File: config.mk
export PLATFORM = sky130hd
export DESIGN_NAME = decode_issue_stage
export DESIGN_NICKNAME = d
export VERILOG_FILES = /design/src/rtl/decode_issue_stage.sv
export SDC_FILE = /design/constraint.sdc
export NUM_CORES = 1
export LEC_CHECK = 0
export ABC_AREA = 1
export ABC_CLOCK_PERIOD_IN_PS = 11500
export BUFFER_PORTS_ARGS = -buffer_cell sky130_fd_sc_hd__buf_2
export CAP_MARGIN = 20
export CORE_UTILIZATION = 50
export CTS_CLUSTER_DIAMETER = 30
export DETAILED_ROUTE_END_ITERATION = 10
export PLACE_DENSITY = 0.79
export SLEW_MARGIN = 20
export SYNTH_ARGS = -nofsm -noshare
export SYNTH_HDL_FRONTEND = slang
export SYNTH_SLANG_ARGS = --single-unit
File: constraint.sdc
create_clock -name clk -period 11.5 [get_ports clk]
set_input_delay 2.3 -clock clk [delete_from_list [all_inputs] [get_ports clk]]
set_output_delay 2.3 -clock clk [all_outputs]
set_load 0.05 [all_outputs]
File: src/rtl/decode_issue_stage.sv
// Decode/register-read stage: classifies ARM DP, LDR/STR and B/BL, gates on the condition field, reads two sources.
// Latency: one cycle from accept to out_valid; out_undef pulses the cycle after accept.
// Backpressure: in_ready drops on flush, a held output, source/flag hazards or a saturated scoreboard counter.
module decode_issue_stage #(
    parameter int DATA_W = 32,
    parameter int NREG   = 16,
    parameter int REG_AW = 4,
    parameter int SB_W   = 2
) (
    input  logic              clk,
    input  logic              rst_n,
    input  logic              in_valid,
    output logic              in_ready,
    input  logic [31:0]       inst,
    input  logic [DATA_W-1:0] pc,
    input  logic [3:0]        flags,
    input  logic              flags_wb,
    input  logic              wb_valid,
    input  logic [REG_AW-1:0] wb_addr,
    input  logic              flush,
    output logic [REG_AW-1:0] rf_addr1,
    output logic [REG_AW-1:0] rf_addr2,
    input  logic [DATA_W-1:0] rf_data1,
    input  logic [DATA_W-1:0] rf_data2,
    output logic              out_valid,
    input  logic              out_ready,
    output logic [1:0]        out_kind,
    output logic [3:0]        out_op,
    output logic              out_s,
    output logic              out_link,
    output logic              out_imm,
    output logic [DATA_W-1:0] out_a,
    output logic [DATA_W-1:0] out_b,
    output logic [11:0]       out_operand,
    output logic [23:0]       out_boff,
    output logic [REG_AW-1:0] out_dst,
    output logic              out_we,
    output logic              out_undef
);

    localparam logic [SB_W-1:0]   SB_MAX = '1;
    localparam logic [REG_AW-1:0] LR     = REG_AW'(14);

    logic [SB_W-1:0]   sb [NREG];
    logic [SB_W-1:0]   fpend;
    logic              out_fw;

    logic [3:0]        cond, op;
    logic [REG_AW-1:0] rn, rd, rm;
    logic              is_br, is_mem, is_dp, ibit, lbit;
    logic              undef, movmvn, test_op;
    logic              use1, use2, we, fw, link;
    logic [REG_AW-1:0] addr1, addr2, dst;
    logic              cond_base, cond_pass, exec;
    logic              hazard, full, accept, issue, squash;

    assign cond    = inst[31:28];
    assign op      = inst[24:21];
    assign rn      = REG_AW'(inst[19:16]);
    assign rd      = REG_AW'(inst[15:12]);
    assign rm      = REG_AW'(inst[3:0]);
    assign ibit    = inst[25];
    assign lbit    = inst[20];

    assign is_br   = (inst[27:25] == 3'b101);
    assign is_mem  = (inst[27:26] == 2'b01);
    assign is_dp   = (inst[27:26] == 2'b00);
    // Register-offset LDR/STR is not supported and falls into the undefined class.
    assign undef   = !(is_br || is_dp || (is_mem && !ibit));
    assign movmvn  = (op[3:2] == 2'b11) && op[0];
    assign test_op = (op[3:2] == 2'b10);

    assign use1    = (is_dp && !(movmvn && ibit)) || (is_mem && !ibit);
    assign use2    = (is_dp && !ibit && !movmvn) || (is_mem && !ibit && !lbit);
    assign addr1   = !use1 ? '0 : (is_dp && movmvn) ? rm : rn;
    assign addr2   = !use2 ? '0 : is_dp ? rm : rd;
    assign link    = is_br && inst[24];
    assign we      = (is_dp && !test_op) || (is_mem && !ibit && lbit) || link;
    assign fw      = is_dp && (lbit || test_op);
    assign dst     = is_br ? LR : rd;

    assign rf_addr1 = addr1;
    assign rf_addr2 = addr2;

    // Codes pair up as (test, inverted test) on cond[0]; 111x is AL/NV.
    always_comb begin
        cond_base = 1'b1;
        unique case (cond[3:1])
            3'd0: cond_base = flags[2];
            3'd1: cond_base = flags[1];
            3'd2: cond_base = flags[3];
            3'd3: cond_base = flags[0];
            3'd4: cond_base = flags[1] && !flags[2];
            3'd5: cond_base = (flags[3] == flags[0]);
            3'd6: cond_base = !flags[2] && (flags[3] == flags[0]);
            3'd7: cond_base = 1'b1;
        endcase
        cond_pass = (cond[3:1] == 3'b111) ? !cond[0] : (cond_base ^ cond[0]);
    end

    assign exec     = cond_pass && !undef;
    assign hazard   = (use1 && sb[addr1] != '0) || (use2 && sb[addr2] != '0) ||
                      (cond != 4'hE && fpend != '0);
    assign full     = exec && ((we && sb[dst] == SB_MAX) || (fw && fpend == SB_MAX));
    assign in_ready = !flush && !(out_valid && !out_ready) && !hazard && !full;
    assign accept   = in_valid && in_ready;
    assign issue    = accept && exec;
    assign squash   = flush && out_valid;

    // Increment first, then apply each decrement saturating at zero.
    function automatic logic [SB_W-1:0] cnt_next(input logic [SB_W-1:0] c, input logic inc,
                                                 input logic d1, input logic d2);
        logic [SB_W-1:0] t;
        t = c + SB_W'(inc);
        if (d1 && t != '0) t = t - SB_W'(1);
        if (d2 && t != '0) t = t - SB_W'(1);
        return t;
    endfunction

    always_ff @(posedge clk or negedge rst_n) begin
        if (!rst_n) begin
            for (int r = 0; r < NREG; r++) sb[r] <= '0;
            fpend       <= '0;
            out_valid   <= 1'b0;
            out_kind    <= '0;
            out_op      <= '0;
            out_s       <= 1'b0;
            out_link    <= 1'b0;
            out_imm     <= 1'b0;
            out_a       <= '0;
            out_b       <= '0;
            out_operand <= '0;
            out_boff    <= '0;
            out_dst     <= '0;
            out_we      <= 1'b0;
            out_fw      <= 1'b0;
            out_undef   <= 1'b0;
        end else begin
            for (int r = 0; r < NREG; r++) begin
                sb[r] <= cnt_next(sb[r],
                                  issue && we && dst == REG_AW'(r),
                                  wb_valid && wb_addr == REG_AW'(r),
                                  squash && out_we && out_dst == REG_AW'(r));
            end
            fpend     <= cnt_next(fpend, issue && fw, flags_wb, squash && out_fw);
            out_undef <= accept && undef;
            if (flush) begin
                out_valid <= 1'b0;
            end else if (issue) begin
                out_valid   <= 1'b1;
                out_kind    <= is_br ? 2'd3 : is_dp ? 2'd0 : lbit ? 2'd1 : 2'd2;
                out_op      <= op;
                out_s       <= is_dp && lbit;
                out_link    <= link;
                out_imm     <= ibit && !is_br;
                out_a       <= link ? pc : rf_data1;
                out_b       <= rf_data2;
                out_operand <= inst[11:0];
                out_boff    <= inst[23:0];
                out_dst     <= dst;
                out_we      <= we;
                out_fw      <= fw;
            end else if (out_ready) begin
                out_valid <= 1'b0;
            end
        end
    end

endmodule

---- After elaboration in Yosys (flattened, before gate mapping) ----
Index checks and enable logic that the tools add are counted.
Widths: inputs -> output; s select.
storage, ports and cells
  flip-flop bits (word level) ............. 151
  input bits .............................. 143
cells by class
  add/sub/neg operators ................... 51
  $lt $le $gt $ge ......................... 3
  eq/ne operators ......................... 60
  mux-type cells .......................... 57
  bitwise gates (word level) .............. 5
  reductions and logical operators ........ 185
operators with widths
  operator             number
  $logic_and 1x1->1    117
  $eq 4x4->1 const B   24
  $mux 2               43
  $reduce_bool 2->1    37
  $sub 2x1->2 const B  34
  $eq 4x3->1 const B   12
  $add 2x1->2          17
  $mux 32              1
  $bmux 2 s4           3
  $eq 4x2->1 const B   6
  $mux 4               5
  $eq 3x3->1 const B   5
  $ge 5x5->1 const B   3
  $not 4->5            3
  $logic_not 1->1      14
  $eq 4x1->1 const B   3
  $logic_not 4->1      3
  $logic_or 1x1->1     10
  $eq 2x2->1 const B   4
  $pmux 1 s8           1
  $eq 3x2->1 const B   2
  $mux 1               4
  $ne 4x4->1 const B   1
  $eq 3x1->1 const B   1
  other kinds (8)      8

---- Logic depth before layout (Yosys ltp) ----
Gate-level depths: netlist (run 1).
  depth after elaboration ................. 29
  depth in mapped cells ................... 29

---- Worst setup path after synthesis (run 1) ----
No wires, ideal clock.
  kind .................................... input -> output
  from .................................... in inst[27]
  to ...................................... out in_ready
  data arrival time ....................... 4.622 ns
  data required time ...................... 9.200 ns
  path slack .............................. 4.578 ns
  cell stages on the path ................. 10
  buffers on the path ..................... 1
  path through ............................ nor2_1 buf_4 nand2_1 nand2_2 inv_1 nor2_1 nand3_1 nand3_1 nand3_1 nor2_1
RTL lines
  item                                                  line    source
  start: declaration                                    14      input logic [31:0] inst,
  $logic_not 2->1 / $eq 2x1->1 (equally long branches)  67, 66
  $logic_and 1x1->1 (on tied branches)                  75, 73
  $mux 4 / $logic_or 1x1->1 (equally long branches)     75, 73
  $mux 4 (*)                                            75      assign addr1 = !use1 ? '0 : (is_dp && movmvn) ? rm : rn;
  named net rf_addr1[2]                                 21      output logic [REG_AW-1:0] rf_addr1,
  $not 4->5 (not written as such) (*)                   102     assign hazard = (use1 && sb[addr1] != '0) || (use2 && sb[addr2] != '0) ||
  $bmux 2 s4 (*)                                        102
  $mux 2 (not written as such) (*) (2 in series)        102
  $reduce_bool 2->1 (*)                                 102
  $logic_and 1x1->1 (*)                                 102
  $logic_or 1x1->1 (*) (2 in series)                    102
  $logic_not 1->1 (*)                                   105     assign in_ready = !flush && !(out_valid && !out_ready) && !hazard && !full;
  $logic_and 1x1->1 (*) (2 in series)                   105
  end: declaration                                      13      output logic in_ready,
Mark *: on every way through the listed nets, which the timed path passes. The rest lies on a longest branch. The select of a mux whose other input is x is not followed.

---- Worst setup path after layout (run 1) ----
  from .................................... in inst[26]
  to ...................................... reg sb[29] (netlist name)
between the ends
  longest elaborated chain between the ends .. 27
ends and longest elaborated chain
  item                                                                 line    source
  $eq 2x1->1 / $logic_not 2->1 (equally long branches)                 66, 67
  $logic_and 1x1->1 (on tied branches)                                 n/a
  $logic_and 1x1->1                                                    74      assign use2 = (is_dp && !ibit && !movmvn) || (is_mem && !ibit && !lbit);
  $logic_or 1x1->1                                                     74
  $mux 4                                                               76      assign addr2 = !use2 ? '0 : is_dp ? rm : rd;
  $not 4->5 (not written as such)                                      102
  $bmux 2 s4                                                           102
  $mux 2 (not written as such) (2 in series)                           102
  [8 not listed]                                                       n/a
  $logic_and 1x1->1                                                    107     assign issue = accept && exec;
  $logic_and 1x1->1                                                    141     issue && we && dst == REG_AW'(r),
  $logic_and 1x1->1 (*)                                                141
  $add 2x1->2 (*)                                                      114     t = c + SB_W'(inc);
  parallel branches: the longest is 2 deep, another holds $sub 2x1->2  n/a
  $mux 2 (*)                                                           115     if (d1 && t != '0) t = t - SB_W'(1);
  parallel branches: the longest is 2 deep, another holds $sub 2x1->2  n/a
  $mux 2 (*)                                                           116     if (d2 && t != '0) t = t - SB_W'(1);
  end signal: indexed assignment                                       140     sb[r] <= cnt_next(sb[r],
  end: declaration                                                     44      logic [SB_W-1:0] sb [NREG];
Every way passes the cells marked *. The select of a mux whose other input is x is not followed.
A chain may end at the register's enable or synchronous reset.

==> implementation parameters, run 1 <==
Parameter                              Value

Critical path
  Setup slack of the worst register-to-register path ... between 6000 and 7000 ps
  Family with the most delay on the worst path ... simple AND/OR/NAND/NOR gates
  Maximum net fanout on the critical path ... 54
  Worst Setup EP ... sb[29]
  CP required ... 11,800 ps
  Critical Path AT ... roughly 7600 ps
  Worst path slowest cell ... sky130_fd_sc_hd__or4_1
  Total number of cells along the worst setup path ... 27
  Register-to-Register Path Depth ... 21
  Beginning of the worst register-to-register path ... sb[30]
  Buffer and inverter count on the worst path ... 5
  Startpoint Class ... input pin
  Capture point of the worst reg-to-reg path ... sb[29]
  Kind of critical path ... in -> reg
  Launch point of the worst path ... inst[26]
  Endpoint type of the worst setup path ... register
  Max incr delay on CP ... between 500 and 600 ps
  Most common cell on crit path ... sky130_fd_sc_hd__nand2_1

STA
  Final setup vio count ... 0
  Final critical delay including setup and external delays ... a little over 7000 ps
  Unrepaired setup endpoints after global routing ... false
  Post-route clock skew ... 12.5 ps
  Crit share post-route ... approximately 63%
  Final critical-path setup slack ... 4220 ps
  Sum Neg Setup Slack ... 0 ps
  Worst slew margin ... a little under two fifths
  Count of endpoints failing hold in the final timing report ... 0
  Final-report max-slew violation count ... 0
  Transition time of the tightest slew-check pin ... 931 ps
  Peak clock frequency supported by timing ... approximately 140 MHz

Routing
  DRT Pass-1 Iters ... 5
  Average via count per standard cell ... about 5.3
  Total vias in the final route ... between 7k and 8k
  Final wirelength ... ~24,000 µm
  Violation count after the first detailed-routing iteration ... approximately 540
  Residual DRC ... 0
  Average wire per cell in the routed design ... 16.2 µm
  Antenna Violating Nets Remaining ... 0

Floorplanning
  Total number of placement rows ... 46
  Number of top-level pins ... about 270
  Vertical die dimension ... between 100 and 150 µm
  Horiz. Die Dim ... between 100 and 150 µm
  Die area ... approximately 17,000 µm²
  Initial Util ... about half
  Core area ... ~16,000 µm²

Power and ir drop
  Static Leak ... 5.50 nW
  Switching share of total power ... 50.2%
  Sequential power share ... between 20 and 30%
  Part of the power in the clock network ... roughly 20%
  Sw power ... between 1 and 1.5 mW
  Relative contribution of combinational cells to total power ... about half
  Maximum vdd ir drop ... around 170 µV
  Internal power component ... approximately 1.3 mW
  Total power per unit cell area ... 259 nW/µm²

Clock tree
  Clk root buf ... sky130_fd_sc_hd__clkbuf_16
  TritonCTS buffer count ... 17
  Number of hold-repair buffers added at the cts stage ... 0
  Register clock-pin slew on the reported worst setup and hold paths ... around 60 ps
  Htree depth ... 4
  Maximum buffer depth of the clock tree ... 2
  Resized Gates After CTS ... 0
  Clock sink count ... 136
  Clock insertion delay at the later pin of the skew report ... 420 ps
  Post-CTS Setup Inserts ... 0
  Clock tree from TritonCTS ... yes

Hold path
  Worst Hold Depth ... 2
  Startpoint of the tightest hold check path ... out_b[9]
  Worst hold-check path type ... reg -> reg

Yosys
  Number of distinct library cell variants in the gate-level netlist after synthesis ... 37
  Synth Register Bits ... around 140
  Seq/Total Area, Yosys ... about two fifths
  Number of synthesis warnings ... 0
  Synthesized net count ... between 1k and 1.5k
  Cells after Synth ... 1,020
  Summed instance area of the synthesized netlist ... about 8300 µm²
  Avg Cell Area, Syn ... between 8 and 9 µm²

Placed design
  Placer congestion estimate ... approximately 0.92
  Post-place setup slack ... about 4000 ps
  Port Buffer Count ... around 270
  HPWL after detailed placement ... approximately 18,000 µm

Global routing
  Total GRT Usage ... approximately 29%
  Global-route wire length before repair ... between 30,000 and 40,000 µm
  Overflow after GRT ... 0
  Initial antenna violation count ... 1
  Via count of the first global-routing pass ... approximately 7.5k
  Largest net degree at the start of global routing ... approximately 110

Final layout
  Layout Nets ... ~1.5k
  Share of final-layout standard cells stronger than drive strength 1 ... between 20% and 30%
  Combined area of the multi-input logic cells ... about 4300 µm²
  Footprint of the flip-flops and latches ... around 3400 µm²
  Fillcell total ... about 1.4k
  Top library cells by usage in the layout, fill and taps aside ... sky130_fd_sc_hd__nand2_1 (272), sky130_fd_sc_hd__buf_2 (266), sky130_fd_sc_hd__dfrtp_1 (136)
  Syn-to-layout area delta ... 23.8%
  Leading cell type in the layout, fill and taps excluded ... sky130_fd_sc_hd__nand2_1

Flow run
  Number of max-capacitance violations reported ... 0

Status
  Run status ... finished, final reports clean
## cells by family (layout without fill, tap and decap cells)
family                   Yosys count  count (layout)  share of synthesized area [%]
AND/OR/NAND/NOR                  505             505                           26.3
buffers and inverters            138             390                           7.31
flip-flops                       136             136                           40.9
AO/OA/AOI/OAI                     78              78                           4.91
multiplexers                      60              60                           7.39
XOR/XNOR                          52              52                           5.48
adder cells (fa/ha/maj)           51              51                           7.68
other                              0               1                              0
## worst min path at each step
| stage | endpoint | slack [ps] |
|---|---|---|
| after global placement | out_b[1] | 450 |
| final | out_b[9] | 460 |
| after detailed placement | out_b[28] | 450 |
| after CTS | out_b[28] | 470 |
| after global routing | out_b[10] | 490 |
| after floorplan | out_fw | 450 |
## power by group through the flow
| stage | registers (mW) | clock network [mW] | logic (mW) |
|---|---|---|---|
| floorplan | 1.31 | 0 | 0.496 |
| global placement | 0.777 | 0 | 1.32 |
| detailed placement | 0.786 | 0 | 1.35 |
| CTS | 0.780 | 0.539 | 1.35 |
| global route | 0.806 | 0.559 | 1.46 |
| finish | 0.781 | 0.534 | 1.35 |
## state kept, by name, indices dropped and copies added (netlist names)
signal	cells
out_a	32
out_b	32
sb	32
out_operand	11
out_boff	10
out_dst	4
out_op	4
fpend	2
out_kind	2
out_fw	1
out_imm	1
out_link	1
out_s	1
out_undef	1
out_valid	1
out_we	1
## final cells by class
class | count | area share [%]
clock inverters | 7 | 0.924
multi-input cells | 746 | 42.0
clock buffers | 23 | 4.64
repair buffers | 272 | 13.5
inverters | 88 | 3.21
flip-flops and latches | 136 | 33.1
well taps | 216 | 2.63
diodes | 1 | 0.0243
## metrics by stage
step                      power, mW  utilization [%]  instance area (µm²)  hold WS [ps]  cells
final                          2.66             64.1                10300           463   1489
after global routing           2.82             64.1                10300           486   1489
after CTS                      2.67             64.0                10300           467   1487
after detailed placement       2.13             60.4                 9700           453   1457
after global placement         2.10             60.4                 9700           449   1457
after floorplan                1.81                -                 8310           453   1020
## cell usage after synthesis (all sizes together)
cell / n / area (µm²)
a211oi: 1 / 7.51
a21oi: 6 / 30.0
buf: 28 / 195
clkbuf: 22 / 82.6
dfrtp: 136 / 3400
ha: 51 / 638
inv: 88 / 330
mux2: 11 / 124
mux2i: 49 / 490
nand2: 275 / 1040
nand2b: 1 / 6.26
nand3: 97 / 495
nand3b: 5 / 37.5
nand4: 13 / 81.3
nor2: 84 / 325
nor3: 6 / 41.3
nor3b: 1 / 7.51
nor4: 9 / 56.3
o21a: 1 / 7.51
o21ai: 66 / 330
o21bai: 1 / 7.51
o221ai: 1 / 8.76
o22ai: 1 / 6.26
o32a: 1 / 10.0
or2: 8 / 50.1
or4: 6 / 45.0
xnor2: 24 / 210
xor2: 28 / 245
## per-layer routing
metal | share of wire (%) | GRT usage, %
met1 | 40 | 34.2
met4 | 3.0 | 12.0
met3 | 7.4 | 6.39
met2 | 50 | 49.7
met5 | 0 | 0
## worst reg2reg max path: cells and delay by family, from the launching register on
family,cells,cell delay (ps)
compound gates,3,300
flops,1,380
buf+inv,2,560
xor+xnor,1,90
fa+ha+maj,3,540
mux,1,290
simple gates,11,2520
Note: power is estimated with default switching activity, not from simulation.
==> run 2, diff against run 1 <==
Settings changed: ABC_CLOCK_PERIOD_IN_PS 11500 to 6400, CORE_UTILIZATION 50 to 47, PLACE_DENSITY 0.79 to 0.78.
Clock period 11.5 ns to 6.4 ns, I/O delays scaled along.
==> run 2 against run 1 <==
Wire length grew 0.67%. Flip-flop and latch count is the same. Design area up 0.23%. Worst hold slack worse by 2.1 ps. Combinational power grew 80%. Critical path type unchanged. Largest power group unchanged. Highest routed layer unchanged.
==> implementation parameters, run 2 (synthesis results as in run 1) <==
Parameter                              Value

Status
  Run status ... finished, final reports clean

Critical path
  Capture point of the worst reg-to-reg path ... sb[29]
  Critical Path AT ... about 5800 ps
  Startpoint Class ... input pin
  Kind of critical path ... in -> reg
  CP required ... 6690 ps
  Maximum net fanout on the critical path ... 11
  Beginning of the worst register-to-register path ... sb[30]
  Register-to-Register Path Depth ... 20
  Endpoint type of the worst setup path ... register
  Setup slack of the worst register-to-register path ... about 2100 ps

Clock tree
  Htree depth ... 4
  TritonCTS buffer count ... 17
  Maximum buffer depth of the clock tree ... 2
  Post-CTS Setup Inserts ... 0
  Clock insertion delay at the later pin of the skew report ... 430 ps
  Resized Gates After CTS ... 0
  Clk root buf ... sky130_fd_sc_hd__clkbuf_16
  Register clock-pin slew on the reported worst setup and hold paths ... around 60 ps
  Number of hold-repair buffers added at the cts stage ... 0
  Clock tree from TritonCTS ... yes
  Clock sink count ... 136

Power and ir drop
  Sequential power share ... slightly below 30%
  Total power per unit cell area ... between 400 and 500 nW/µm²
  Switching share of total power ... between 50% and 60%
  Overall power ... around 4.8 mW
  Part of the power in the clock network ... 19.8%
  Sw power ... ~2.4 mW
  Static Leak ... ~5.5 nW
  Internal power component ... roughly 2.3 mW
  Maximum vdd ir drop ... ~350 µV
  Relative contribution of combinational cells to total power ... between 50% and 60%

STA
  Count of endpoints failing hold in the final timing report ... 0
  Crit share post-route ... between 80% and 90%
  Unrepaired setup endpoints after global routing ... false
  Final-report max-slew violation count ... 0
  Post-route clock skew ... 10.7 ps
  Sum Neg Setup Slack ... 0 ps
  Worst slew margin ... 42.8%
  Transition time of the tightest slew-check pin ... 859 ps
  Final critical-path setup slack ... roughly 940 ps
  Peak clock frequency supported by timing ... between 150 and 200 MHz
  Final setup vio count ... 0
  Final critical delay including setup and external delays ... roughly 5500 ps

Global routing
  Via count of the first global-routing pass ... 7,433
  Total GRT Usage ... a little over a quarter
  Overflow after GRT ... 0
  Initial antenna violation count ... 0
  Largest net degree at the start of global routing ... 98
  Global-route wire length before repair ... roughly 38,000 µm

Routing
  Residual DRC ... 0
  Average wire per cell in the routed design ... about 16 µm
  Antenna Violating Nets Remaining ... 0
  DRT Pass-1 Iters ... 6
  Violation count after the first detailed-routing iteration ... around 490
  Total vias in the final route ... ~7.8k
  Final wirelength ... 24,300 µm
  Average via count per standard cell ... about 5.2

Flow run
  Number of max-capacitance violations reported ... 0

Final layout
  Number of cells in the finished layout apart from fillers ... between 1.5k and 2k
  Final cell utilization of the core ... about three fifths
  Syn-to-layout area delta ... 24.1%
  Leading cell type in the layout, fill and taps excluded ... sky130_fd_sc_hd__nand2_1
  Layout Nets ... 1,458
  Top library cells by usage in the layout, fill and taps aside ... sky130_fd_sc_hd__nand2_1 (272), sky130_fd_sc_hd__buf_2 (266), sky130_fd_sc_hd__dfrtp_1 (136)
  Antenna diodes ... 0
  Share of final-layout standard cells stronger than drive strength 1 ... 26.6%
  Largest regs ... out_a (32), out_b (32), sb (32)

Floorplanning
  Total number of placement rows ... 48
  Number of top-level pins ... approximately 270
  Die area ... 18,200 µm²
  Core area ... between 15,000 and 20,000 µm²
  Initial Util ... 48.1%
  Horiz. Die Dim ... roughly 130 µm
  Vertical die dimension ... ~130 µm

Hold path
  Startpoint of the tightest hold check path ... out_b[22]
  Worst hold-check path type ... reg -> reg
  End point of the most critical hold path ... out_b[22]
  Worst Hold Depth ... 2

Placed design
  Port Buffer Count ... approximately 270
  Placed cell count ... around 1.5k
  HPWL after detailed placement ... approximately 19,000 µm
  Placer congestion estimate ... ~0.94
  Post-place setup slack ... between 600 and 700 ps
[run 2: changes by cell type in the layout (fill, tap and decap cells not counted)]
cell / delta
sky130_fd_sc_hd__buf_4: +3
sky130_fd_sc_hd__clkbuf_1: -2
sky130_fd_sc_hd__inv_6: +2
sky130_fd_sc_hd__bufinv_16: -1
sky130_fd_sc_hd__clkinv_2: +1
sky130_fd_sc_hd__clkinvlp_4: +1
sky130_fd_sc_hd__diode_2: -1
[run 2: worst max-delay path by stage]
stage	slack [ps]	to	cells after the start	from
floorplan	670	sb[18]	22	inst[27]
global placement	810	sb[28]	24	inst[13]
detailed placement	650	sb[29]	27	inst[26]
CTS	1050	sb[19]	25	inst[13]
global route	540	sb[29]	27	inst[26]
finish	940	sb[29]	25	inst[13]
[run 2: cell type report]
cell class                 instances  area [µm²]
inverter                          88         330
clock buffer                      21         470
fill                            1517        6980
multi-input combinational        746        4320
clock inverter                    10        95.1
tap                              225         282
timing repair buffer             275        1420
sequential                       136        3400
[run 2: worst max-delay path: stages]
cell                       delay [ps]
sky130_fd_sc_hd__buf_2            190
sky130_fd_sc_hd__inv_1            220
sky130_fd_sc_hd__o21ai_0          500
sky130_fd_sc_hd__nand2_1          100
sky130_fd_sc_hd__nand3_1          110
sky130_fd_sc_hd__o21bai_1         100
sky130_fd_sc_hd__nand2_1           80
sky130_fd_sc_hd__nand2_1           50
sky130_fd_sc_hd__nand2_1           50
sky130_fd_sc_hd__nand2_1           60
sky130_fd_sc_hd__nand2_1           50
sky130_fd_sc_hd__nand2_1          100
sky130_fd_sc_hd__nor3_4           200
sky130_fd_sc_hd__nand4_1          230
sky130_fd_sc_hd__nor2_1           180
sky130_fd_sc_hd__ha_1             180
sky130_fd_sc_hd__xnor2_1           90
sky130_fd_sc_hd__ha_1             190
sky130_fd_sc_hd__nor4_1           460
sky130_fd_sc_hd__mux2i_1          300
sky130_fd_sc_hd__inv_1             70
sky130_fd_sc_hd__ha_1             170
sky130_fd_sc_hd__or4_1            570
sky130_fd_sc_hd__nand2_1          100
sky130_fd_sc_hd__o21ai_0          100
[run 2: layer usage]
metal	track usage (%)	vias up	wire length (µm)	part of all wire (%)
met2	47.3	285	12000	49
met3	6.57	53	1690	7.0
met4	10.8	0	776	3.2
li1	-	3816	-	-
met5	0	-	0	0
met1	32.3	3666	9800	40
[run 2: through the flow]
step           instance area [µm²]  hold WS, ps
2_1_floorplan                 8310          453
3_3_place_gp                  9730          449
3_5_place_dp                  9730          453
4_1_cts                      10300          467
5_1_grt                      10300          483
6_report                     10300          461
[run 2: power by group through the flow]
stage | sequential (mW) | clock [mW] | combinational [mW]
3_5_place_dp | 1.41 | 0 | 2.43
2_1_floorplan | 2.36 | 0 | 0.890
6_report | 1.40 | 0.943 | 2.43
3_3_place_gp | 1.39 | 0 | 2.38
4_1_cts | 1.39 | 0.955 | 2.44
5_1_grt | 1.44 | 0.995 | 2.61
